$ cat config.mk
export PLATFORM = sky130hd
export DESIGN_NAME = rf_dump_streamer
export DESIGN_NICKNAME = d
export VERILOG_FILES = /design/src/rtl/rf_dump_streamer.sv
export SDC_FILE = /design/constraint.sdc
export NUM_CORES = 1
export LEC_CHECK = 0
export ABC_AREA = 0
export CORE_ASPECT_RATIO = 1.4
export CORE_MARGIN = 2
export CORE_UTILIZATION = 45
export CTS_CLUSTER_SIZE = 28
export DETAILED_ROUTE_END_ITERATION = 6
export PLACE_DENSITY = 0.85
export SYNTH_ARGS = -nofsm -noshare
export SYNTH_HDL_FRONTEND = slang
export SYNTH_SLANG_ARGS = --single-unit
$ cat constraint.sdc
create_clock -name i_clk -period 3.25 [get_ports i_clk]
set_clock_uncertainty 0.2 [all_clocks]
set_input_delay 0.975 -clock i_clk [delete_from_list [all_inputs] [get_ports i_clk]]
set_output_delay 0.975 -clock i_clk [all_outputs]
set_load 0.01 [all_outputs]
$ cat src/rtl/rf_dump_streamer.sv
// rtl/rf_dump_streamer.sv - halts the core and streams every register file entry as {index, value} words
module rf_dump_streamer #(
    parameter int NUM_REGS = 32,
    parameter int XLEN     = 32,
    parameter int IDX_W    = 5
) (
    input  logic             i_clk,
    input  logic             i_rst_n,
    input  logic             i_start,
    input  logic             i_abort,
    output logic             o_halt_req,
    input  logic             i_halt_ack,
    output logic [IDX_W-1:0] o_rd_addr,
    input  logic [XLEN-1:0]  i_rd_data,
    output logic             o_out_valid,
    input  logic             i_out_ready,
    output logic [IDX_W-1:0] o_out_idx,
    output logic [XLEN-1:0]  o_out_data,
    output logic             o_busy,
    output logic             o_done
);

    localparam logic [IDX_W-1:0] LAST_IDX = IDX_W'(NUM_REGS - 1);

    typedef enum logic [2:0] {
        S_IDLE,
        S_WAIT_HALT,
        S_READ,
        S_SEND,
        S_DONE
    } state_t;

    state_t           r_state;
    state_t           w_next_state;
    logic [IDX_W-1:0] r_idx;
    logic [IDX_W-1:0] r_out_idx;
    logic [XLEN-1:0]  r_out_data;

    always_ff @(posedge i_clk or negedge i_rst_n) begin
        if (!i_rst_n) begin
            r_state <= S_IDLE;
        end else begin
            r_state <= w_next_state;
        end
    end

    always_comb begin
        w_next_state = r_state;
        case (r_state)
            S_IDLE:      if (i_start) w_next_state = S_WAIT_HALT;
            S_WAIT_HALT: if (i_halt_ack) w_next_state = S_READ;
            S_READ:      w_next_state = S_SEND;
            S_SEND:      if (i_out_ready) w_next_state = (r_idx == LAST_IDX) ? S_DONE : S_READ;
            S_DONE:      w_next_state = S_IDLE;
            default:     w_next_state = S_IDLE;
        endcase
        // abort outranks every other transition but is meaningless in IDLE
        if (i_abort && (r_state != S_IDLE)) begin
            w_next_state = S_IDLE;
        end
    end

    always_ff @(posedge i_clk or negedge i_rst_n) begin
        if (!i_rst_n) begin
            r_idx      <= '0;
            r_out_idx  <= '0;
            r_out_data <= '0;
        end else begin
            case (r_state)
                S_IDLE: begin
                    if (i_start) r_idx <= '0;
                end
                S_READ: begin
                    if (!i_abort) begin
                        r_out_idx  <= r_idx;
                        r_out_data <= i_rd_data;
                    end
                end
                S_SEND: begin
                    if (!i_abort && i_out_ready && (r_idx != LAST_IDX)) begin
                        r_idx <= r_idx + IDX_W'(1);
                    end
                end
                default: ;
            endcase
        end
    end

    always_comb begin
        o_halt_req  = 1'b0;
        o_out_valid = 1'b0;
        o_busy      = 1'b0;
        o_done      = 1'b0;
        o_rd_addr   = '0;
        case (r_state)
            S_WAIT_HALT: begin
                o_halt_req = 1'b1;
                o_busy     = 1'b1;
            end
            S_READ: begin
                o_halt_req = 1'b1;
                o_busy     = 1'b1;
                o_rd_addr  = r_idx;
            end
            S_SEND: begin
                o_halt_req  = 1'b1;
                o_busy      = 1'b1;
                o_out_valid = 1'b1;
                o_rd_addr   = r_idx;
            end
            S_DONE: begin
                o_busy = 1'b1;
                o_done = 1'b1;
            end
            default: ;
        endcase
    end

    assign o_out_idx  = r_out_idx;
    assign o_out_data = r_out_data;

endmodule

After elaboration in Yosys (flattened, before gate mapping):

Index checks and enable logic that the tools add are counted.

* word-level logic and storage cells: 44
* register bits: 45

* multiplexer cells: 14
* equality and inequality tests: 11
* reductions and logical operators: 13
* $add $sub $neg: 1
* bitwise operators: 1

Operator list (count)
* 2-to-1 mux 3 bit: 5
* 2-to-1 mux 5 bit: 3
* one-hot mux 3 bit (4 select lines): 1
* one-hot mux 5 bit (2 select lines): 1
* != test 3 bit (second input constant): 3
* == test 3 x 2 -> 1 bit (second input constant): 2
* AND reduction 3 bit: 2
* adder 5 x 1 -> 5 bit (second input constant): 1
* == test 5 bit (second input constant): 1
* != test 5 bit (second input constant): 1
* 2-to-1 mux 1 bit: 4
* != test 2 bit (second input constant): 2
* OR reduction 4 bit: 1
* == test 3 x 1 -> 1 bit (second input constant): 1
* == test 3 bit (second input constant): 1
* logical AND 1 bit: 3
* zero test 3 bit: 1
* nonzero test 3 bit: 1
* OR reduction 3 bit: 1
* AND reduction 2 bit: 1
* nonzero test 2 bit: 1
* OR reduction 2 bit: 1
* zero test 1 bit: 1
* NOT 1 bit: 1

Logic depth before layout (Yosys ltp):

Gate-level depths: netlist (run 1).

* depth in word-level cells: 5
* mapped depth: 6

Least setup slack after synthesis (run 1):

Ideal clock, no wire load.

* path kind: input to register
* start: in i_abort
* end: reg r_out_data[12], in the netlist o_out_data[12]
* stages: 4
* slack: 0.960 ns
* data required time: 2.925 ns
* arrival time: 1.965 ns
* setup time: 0.125 ns
* cell sequence: nand2b_4 > nor3_4 > buf_6 > mux2_2

* cells in the longest elaborated chain, start to end: 2

RTL lines
* from (decl): line 10 `input logic i_abort,`
* NOT 1 bit (no source line)
* AND reduction 2 bit (no source line)
* to (signal assigned): line 76 `r_out_data <= i_rd_data;`
* to (decl): line 37 `logic [XLEN-1:0] r_out_data;`

Every way passes these cells.
A chain may end at the register's enable or synchronous reset.

Worst setup path in the final report (run 1):

* start: reg r_state[1]
* end: out o_rd_addr[1]

* cells in the longest elaborated chain, start to end: 3
* elaborated cells on any way between the ends: 4
* those cells by class: eq/ne (2); mux (1); reduce/logical (1)

RTL lines
* from (decl): line 33 `state_t r_state;`
* from (signal assigned): line 43 `r_state <= w_next_state;`
* == test 3 x 2 -> 1 bit: line 95 `case (r_state)`
* OR reduction 2 bit (no source line) *
* 2-to-1 mux 5 bit *: line 95
* to (decl): line 13 `output logic [IDX_W-1:0] o_rd_addr,`

Every way passes the cells marked *; elsewhere a longest branch is shown, timed or not.

==> summary.md, run 1 <==
| Metric | Value |
|---|---|
| Die width | `59.32 µm` |
| Placer congestion estimate | `0.7737` |
| Number of synthesized flops with an enable pin | `0` |
| Post-synth top cells | `dfrtp_1 (45), mux2_2 (36), and2_1 (5)` |
| PortBufs | `83` |
| Row count | `28` |
| Largest family of logic cells by synthesized area | `multiplexers` |
| CP startpoint kind | `flip-flop` |
| Post-layout util | `68.82%` |
| Core area | `4169 µm²` |
| Synth unique cells | `31` |
| WL per Instance | `14.72 µm` |
| Die Ht | `81.45 µm` |
| Reg clk slew, reported paths | `0.08 ns` |
| Mapped Cells | `about 140` |
| CTS tree | `built` |
| Setup bufs post-CTS | `0` |
| Worst VDD drop | `between 0.0004 and 0.0005 V` |
| Final Max Slew Viols | `0` |
| Quantity of gates resized following cts | `0` |
| Period utilisation layout | `between 90% and 100%` |
| CTS Buf Count | `5` |
| Vias | `approximately 1,300` |
| Post-CTS Hold Fix Bufs | `0` |
| Relative slew slack | `72.95%` |
| Fillers | `299` |
| Mapped Area | `1928 µm²` |
| Grt ovf | `0` |
| Layout area overhead | `48.80%` |
| Bufs on Longest Clock Path | `2` |
| N_diodes | `0` |
| Max stage delay on crit path | `0.54 ns` |
| Complex-gate fraction of the synthesized area | `4.023%` |
| Share of post-route cells with drive strength above 1 | `22.07%` |
| Critical path arrival | `roughly 1.9 ns` |
| Crit-path max FO | `10` |
| Share of synthesized cell area in full adder, half adder and majority cells | `under 10%` |
| Simple-gate share of the synthesized area | `under 10%` |
| RSZ-0062 raised after global routing | `false` |
| Setup crit end kind | `primary output` |
| DRT Wirelength | `3930 µm` |
| Final Non-Filler Cells | `roughly 270` |
| P_leak | `1.218 nW` |
| Worst-margin pin slew | `0.4057 ns` |
| Required @ worst endpoint | `2.07 ns` |
| Status | `finished clean` |
| Largest net degree at the start of global routing | `36` |
| Clk root buf | `clkbuf_8` |
| Synth area leader | `dfrtp_1` |
| Xor and xnor area share after synthesis | `less than 1%` |
| Syn nets | `175` |
| Top FF cell, synth | `dfrtp_1` |
| Register area share after synthesis | `58.40%` |
| Synthesis-stage register bit count | `45` |
| Area contributors post-synth | `dfrtp_1 (58%), mux2_2 (21%), buf_6 (1.8%)` |
| Setup CP Type | `flip-flop to primary output` |
| Yosys top cell area share | `58.40%` |
| First-pass GRT wire length | `6168 µm` |
| Placed cell count | `approximately 260` |
| Antenna violations before repair | `0` |
| Setup TNS | `0 ns` |
| Mean area per synthesized cell | `14.28 µm²` |
| H-tree depth | `2` |
| Starting Density | `a little under half` |
| Final Hold Fails | `0` |
| Global Route Usage Sum | `~17%` |
| Max-Cap Viols | `0` |
| Max Freq | `331.1 MHz` |
| Clk sinks | `45` |
| Hpwl dp | `2966 µm` |
| Vias per inst | `5.022` |
| First-pass DRT Iterations | `4` |
| Synth warnings | `0` |
| DR iter-0 viols | `17` |
| Proportion of synthesized area in mux cells | `23.17%` |
| Post-route ant nets | `0` |
| Die ar. | `4832 µm²` |
| Final Net Count | `261` |
| Top-Level Pins | `84` |
| Asr flop ratio synth | `100.0%` |
| Later-pin clock latency in the skew report | `0.28 ns` |
| Final Critical Period | `~3.0 ns` |
| Most common cell in the netlist | `dfrtp_1` |
| Hold WC Path Type | `flip-flop to flip-flop` |
| PwrDens | `809.2 nW/µm²` |
| CP max stage cell | `dfrtp_1` |
| Setup-failing EPs final | `0` |
| Vias in the first global route | `1,331` |
| DRC viols | `0` |
| Cell Chain, Critical Path | `nor2b_1 > and2_1 > clkdlybuf4s50_1` |
critical path, delay by kind of cell (launching register included):
| family | cells | cell delay, ns |
|---|---|---|
| flops | 1 | 0.54 |
| buf+inv | 1 | 0.53 |
| simple gates | 2 | 0.49 |
area by class of cell:
cell class	instances	area (µm²)	area share, %
clock inverters	2	10.01	0.3489
multi-input cells	80	735.7	25.64
inverters	4	15.01	0.5233
repair buffers	85	853.3	29.74
clock buffers	6	72.57	2.529
well taps	45	56.30	1.962
flip-flops and latches	45	1126	39.25
sequential cells by signal, indices dropped and copies added, names as in the netlist:
| name | cells |
|---|---|
| o_out_data | 32 |
| r_idx | 5 |
| r_state | 3 |
| o_out_idx | 5 |
cells in the final DEF, fill, tap and decap left out, types with 2 or more instances in the layout:
cell type and n:
ha_1 2, clkbuf_8 5, mux2_2 36, clkinv_2 2, and3_1 3, a31oi_1 4
inv_1 4, and2_1 5, dfrtp_1 45, nand2b_1 3, nand2_1 2, nor3_1 2
mux2i_1 3, nor2b_1 2, nand3b_1 2, clkdlybuf4s50_1 82, nor2_1 2
power breakdown:
part           total [mW]  switching (mW)  internal, mW
registers           0.939           0.145         0.793
logic                1.06           0.378         0.682
clock network       0.323           0.174         0.149
total                2.32           0.697          1.62
metal layers:
metal / part of all wire [%] / GRT usage [%]
met4: 0.59 / 6.364
met5: 0 / 0
met2: 56 / 30.22
met3: 4.7 / 4.409
met1: 39 / 19.36
metrics by stage:
stage	total power [mW]	instance area (µm²)	worst slack, ns	hold slack (ns)
3_3_place_gp	2.001	2786	0.5139	0.2702
4_1_cts	2.357	2869	0.1980	0.2944
6_report	2.322	2869	0.2294	0.2875
3_5_place_dp	2.024	2786	0.4795	0.2751
5_1_grt	2.470	2869	0.1142	0.3213
2_1_floorplan	1.429	1928	0.9600	0.2726
final timing paths:
path,startpoint,endpoint,slack [ns],cells past startpoint
worst max-delay path,r_state[1],o_rd_addr[1],0.23,3
worst min-delay path,o_out_data[11],o_out_data[11],0.29,1
worst max register to register,r_idx[0],r_idx[4],1.16,6
worst min register to register,o_out_data[11],o_out_data[11],0.29,1
max in group asynchronous,i_rst_n,o_out_idx[1],1.79,2
min in group asynchronous,i_rst_n,o_out_data[30],0.36,1
kinds of logic after synthesis:
kind of cell,Yosys count
flip-flops,45
multiplexers,40
AND/OR/NAND/NOR,26
AO/OA/AOI/OAI,11
buffers and inverters,10
adder cells (fa/ha/maj),2
XOR/XNOR,1
(Power assumes the default switching activity.)
==> run 2, diff against run 1 <==
--- a/config.mk
+++ b/config.mk
@@ -8,10 +8,10 @@
 export ABC_AREA = 0
 export CORE_ASPECT_RATIO = 1.4
 export CORE_MARGIN = 2
-export CORE_UTILIZATION = 45
+export CORE_UTILIZATION = 38
 export CTS_CLUSTER_SIZE = 28
 export DETAILED_ROUTE_END_ITERATION = 6
-export PLACE_DENSITY = 0.85
+export PLACE_DENSITY = 0.76
 export SYNTH_ARGS = -nofsm -noshare
 export SYNTH_HDL_FRONTEND = slang
 export SYNTH_SLANG_ARGS = --single-unit
==> constraint.sdc (replaced) <==
create_clock -name i_clk -period 2.7 [get_ports i_clk]
set_clock_uncertainty 0.2 [all_clocks]
set_input_delay 0.81 -clock i_clk [delete_from_list [all_inputs] [get_ports i_clk]]
set_output_delay 0.81 -clock i_clk [all_outputs]
set_load 0.01 [all_outputs]
==> summary.md, run 2 (synthesis results as in run 1) <==
| Metric | Value |
|---|---|
| Status | `finished clean (unchanged)` |
| Setup-failing EPs final | `0 (unchanged)` |
| Bufs on Longest Clock Path | `2 (unchanged)` |
| Sequential power share | `38.1% (was 40.4%)` |
| Clk network pwr share | `15.2% (was 13.9%)` |
| Grt ovf | `0 (unchanged)` |
| H-tree depth | `2 (unchanged)` |
| Vias | `1,449 (was 1,341)` |
| R2R setup slack | `0.62 ns (was 1.16 ns)` |
| Final Hold Fails | `0 (unchanged)` |
| Net Sw Frac | `29.50% (was 30.04%)` |
| Most common cell after layout, fill and taps aside | `clkdlybuf4s50_1 (unchanged)` |
| P_sw | `0.8674 mW (was 0.6973 mW)` |
| DRC viols | `0 (unchanged)` |
| WP depth | `3 (unchanged)` |
| Layout area overhead | `56.46% (was 48.80%)` |
| Later-pin clock latency in the skew report | `0.29 ns (was 0.28 ns)` |
| Row count | `30 (was 28)` |
| Clk sinks | `45 (unchanged)` |
| Post-layout util | `61.82% (was 68.82%)` |
| Max reg flops | `32 (unchanged)` |
| Top-Level Pins | `84 (unchanged)` |
| CTS tree | `built (unchanged)` |
| CP startpoint kind | `flip-flop (unchanged)` |
| Final Critical Period | `2.631 ns` |
| DR iter-0 viols | `25 (was 17)` |
| Worst r2r path cells | `6 (unchanged)` |
| R2R Path End | `r_state[1] (was r_idx[4])` |
| DRT Wirelength | `4242 µm (was 3930 µm)` |
| Max stage delay on crit path | `0.54 ns (about the same)` |
| Vias per inst | `4.912 (was 5.022)` |
| Fillers | `400 (was 299)` |
| R2R Path Start | `r_idx[0] (unchanged)` |
| Final Net Count | `270 (was 261)` |
| Vias in the first global route | `1,377 (was 1,331)` |
| Setup TNS | `0 ns (unchanged)` |
| Die ar. | `5668 µm² (was 4832 µm²)` |
| Die Ht | `88.28 µm (was 81.45 µm)` |
| Die width | `64.20 µm (was 59.32 µm)` |
| Buffers & Inverters on Critical Path | `1 (unchanged)` |
| First-pass GRT wire length | `6699 µm (was 6168 µm)` |
| Cell Chain, Critical Path | `nor2b_4 > and2_1 > clkdlybuf4s50_1 (was nor2b_1 > and2_1 > clkdlybuf4s50_1)` |
| Worst VDD drop | `0.0005218 V (was 0.0004002 V)` |
| Int Power | `2.073 mW (was 1.624 mW)` |
| Period utilisation layout | `97.43%` |
| Hpwl dp | `3088 µm (was 2966 µm)` |
| Largest net degree at the start of global routing | `21 (was 36)` |
| Global Route Usage Sum | `15.36% (was 17.07%)` |
| First-pass DRT Iterations | `4 (unchanged)` |
| Area of the multi-input gates | `752.0 µm² (was 735.7 µm²)` |
| Clk root buf | `clkbuf_8 (unchanged)` |
| Required @ worst endpoint | `1.69 ns (was 2.07 ns)` |
| Worst-margin pin slew | `0.4336 ns (was 0.4057 ns)` |
| Antenna violations before repair | `0 (unchanged)` |
| Pwr Total | `2.940 mW (was 2.322 mW)` |
| CP max stage cell | `clkdlybuf4s50_1 (was dfrtp_1)` |
| Final Max Slew Viols | `0 (unchanged)` |
| Core area | `4880 µm² (was 4169 µm²)` |
| WL per Instance | `14.38 µm (was 14.72 µm)` |
| N_diodes | `0 (unchanged)` |
| Setup crit end kind | `primary output (unchanged)` |
| PortBufs | `83 (unchanged)` |
| Share of post-route cells with drive strength above 1 | `28.14% (was 22.07%)` |
| CTS Buf Count | `5 (unchanged)` |
| Relative slew slack | `71.09% (was 72.95%)` |
| P_leak | `1.303 nW (was 1.218 nW)` |
| Max-Cap Viols | `0 (unchanged)` |
| Placer congestion estimate | `0.8060 (was 0.7737)` |
| Most frequent cells in the layout | `clkdlybuf4s50_1 (80), dfrtp_1 (42), mux2_2 (36) (was clkdlybuf4s50_1 (82), dfrtp_1 (45), mux2_2 (36))` |
| PwrDens | `974.6 nW/µm² (was 809.2 nW/µm²)` |
| Hold WC Path Type | `input port to async pin (was flip-flop to flip-flop)` |
| FF+latch area | `1130 µm² (was 1126 µm²)` |
| Critical path arrival | `1.62 ns (was 1.85 ns)` |
| Reg clk slew, reported paths | `0.08 ns (about the same)` |
| Starting Density | `39.51% (was 46.25%)` |
| CP delay by family, top | `buffers and inverters (was flip-flops)` |
| Post-route ant nets | `0 (unchanged)` |
| Crit-path max FO | `6 (was 10)` |
| Setup CP Type | `flip-flop to primary output (unchanged)` |
| Combinational Power Share | `46.7% (was 45.6%)` |
| Max Freq | `about 380 MHz` |
[run 2: cell types whose count changed in the layout (fill, tap and decap cells not counted), sizes merged]
cell / delta
buf: +9
dlymetal6s2s: +2
clkbuf: +1
clkinv: -1
clkdlybuf4s50: -2
[run 2: repair_timing]
action	in CTS	in global routing
setup buffers	2	2
resized for setup	5	5
pin swaps	0	0
hold buffers	0	0
endpoints found under the setup margin	7	8
[run 2: area by class of cell]
type | instances | share of cell area, %
clock buffer | 7 | 3.194
multi-input combinational | 80 | 24.93
tap | 64 | 2.655
sequential | 45 | 37.45
timing repair buffer | 94 | 31.11
clock inverter | 1 | 0.1659
inverter | 4 | 0.4977
[run 2: worst max-delay path by stage]
stage / start / end
CTS: r_state[0] / o_busy
finish: r_state[1] / o_rd_addr[4]
global route: r_state[1] / o_rd_addr[0]
global placement: i_abort / o_out_data[12]
floorplan: i_abort / o_out_data[12]
detailed placement: i_abort / o_out_data[6]
[run 2: power by group through the flow]
| stage | sequential [mW] | combinational (mW) | clock (mW) |
|---|---|---|---|
| finish | 1.12 | 1.37 | 0.447 |
| global route | 1.16 | 1.46 | 0.502 |
| CTS | 1.13 | 1.36 | 0.468 |
| detailed placement | 1.13 | 1.33 | 0 |
| global placement | 1.13 | 1.31 | 0 |
| floorplan | 1.23 | 0.490 | 0 |
[run 2: through the flow]
stage	hold slack (ns)	worst slack (ns)	cells	cell area [µm²]
after CTS	0.2503	0.02186	293	2989
after global placement	0.2696	0.1726	283	2860
after floorplan	0.2726	0.5750	135	1928
after global routing	0.2682	-0.007593	295	3017
after detailed placement	0.2756	0.1357	283	2860
final	0.2463	0.06937	295	3017
[run 2: routing by layer]
| metal | GRT usage [%] | share of wire [%] | wire length [µm] |
|---|---|---|---|
| met1 | 18.37 | 40 | 1676 |
| met2 | 25.66 | 52 | 2200 |
| met3 | 4.580 | 6.4 | 272 |
| met4 | 6.963 | 2.1 | 91 |
| met5 | 0 | 0 | 0 |
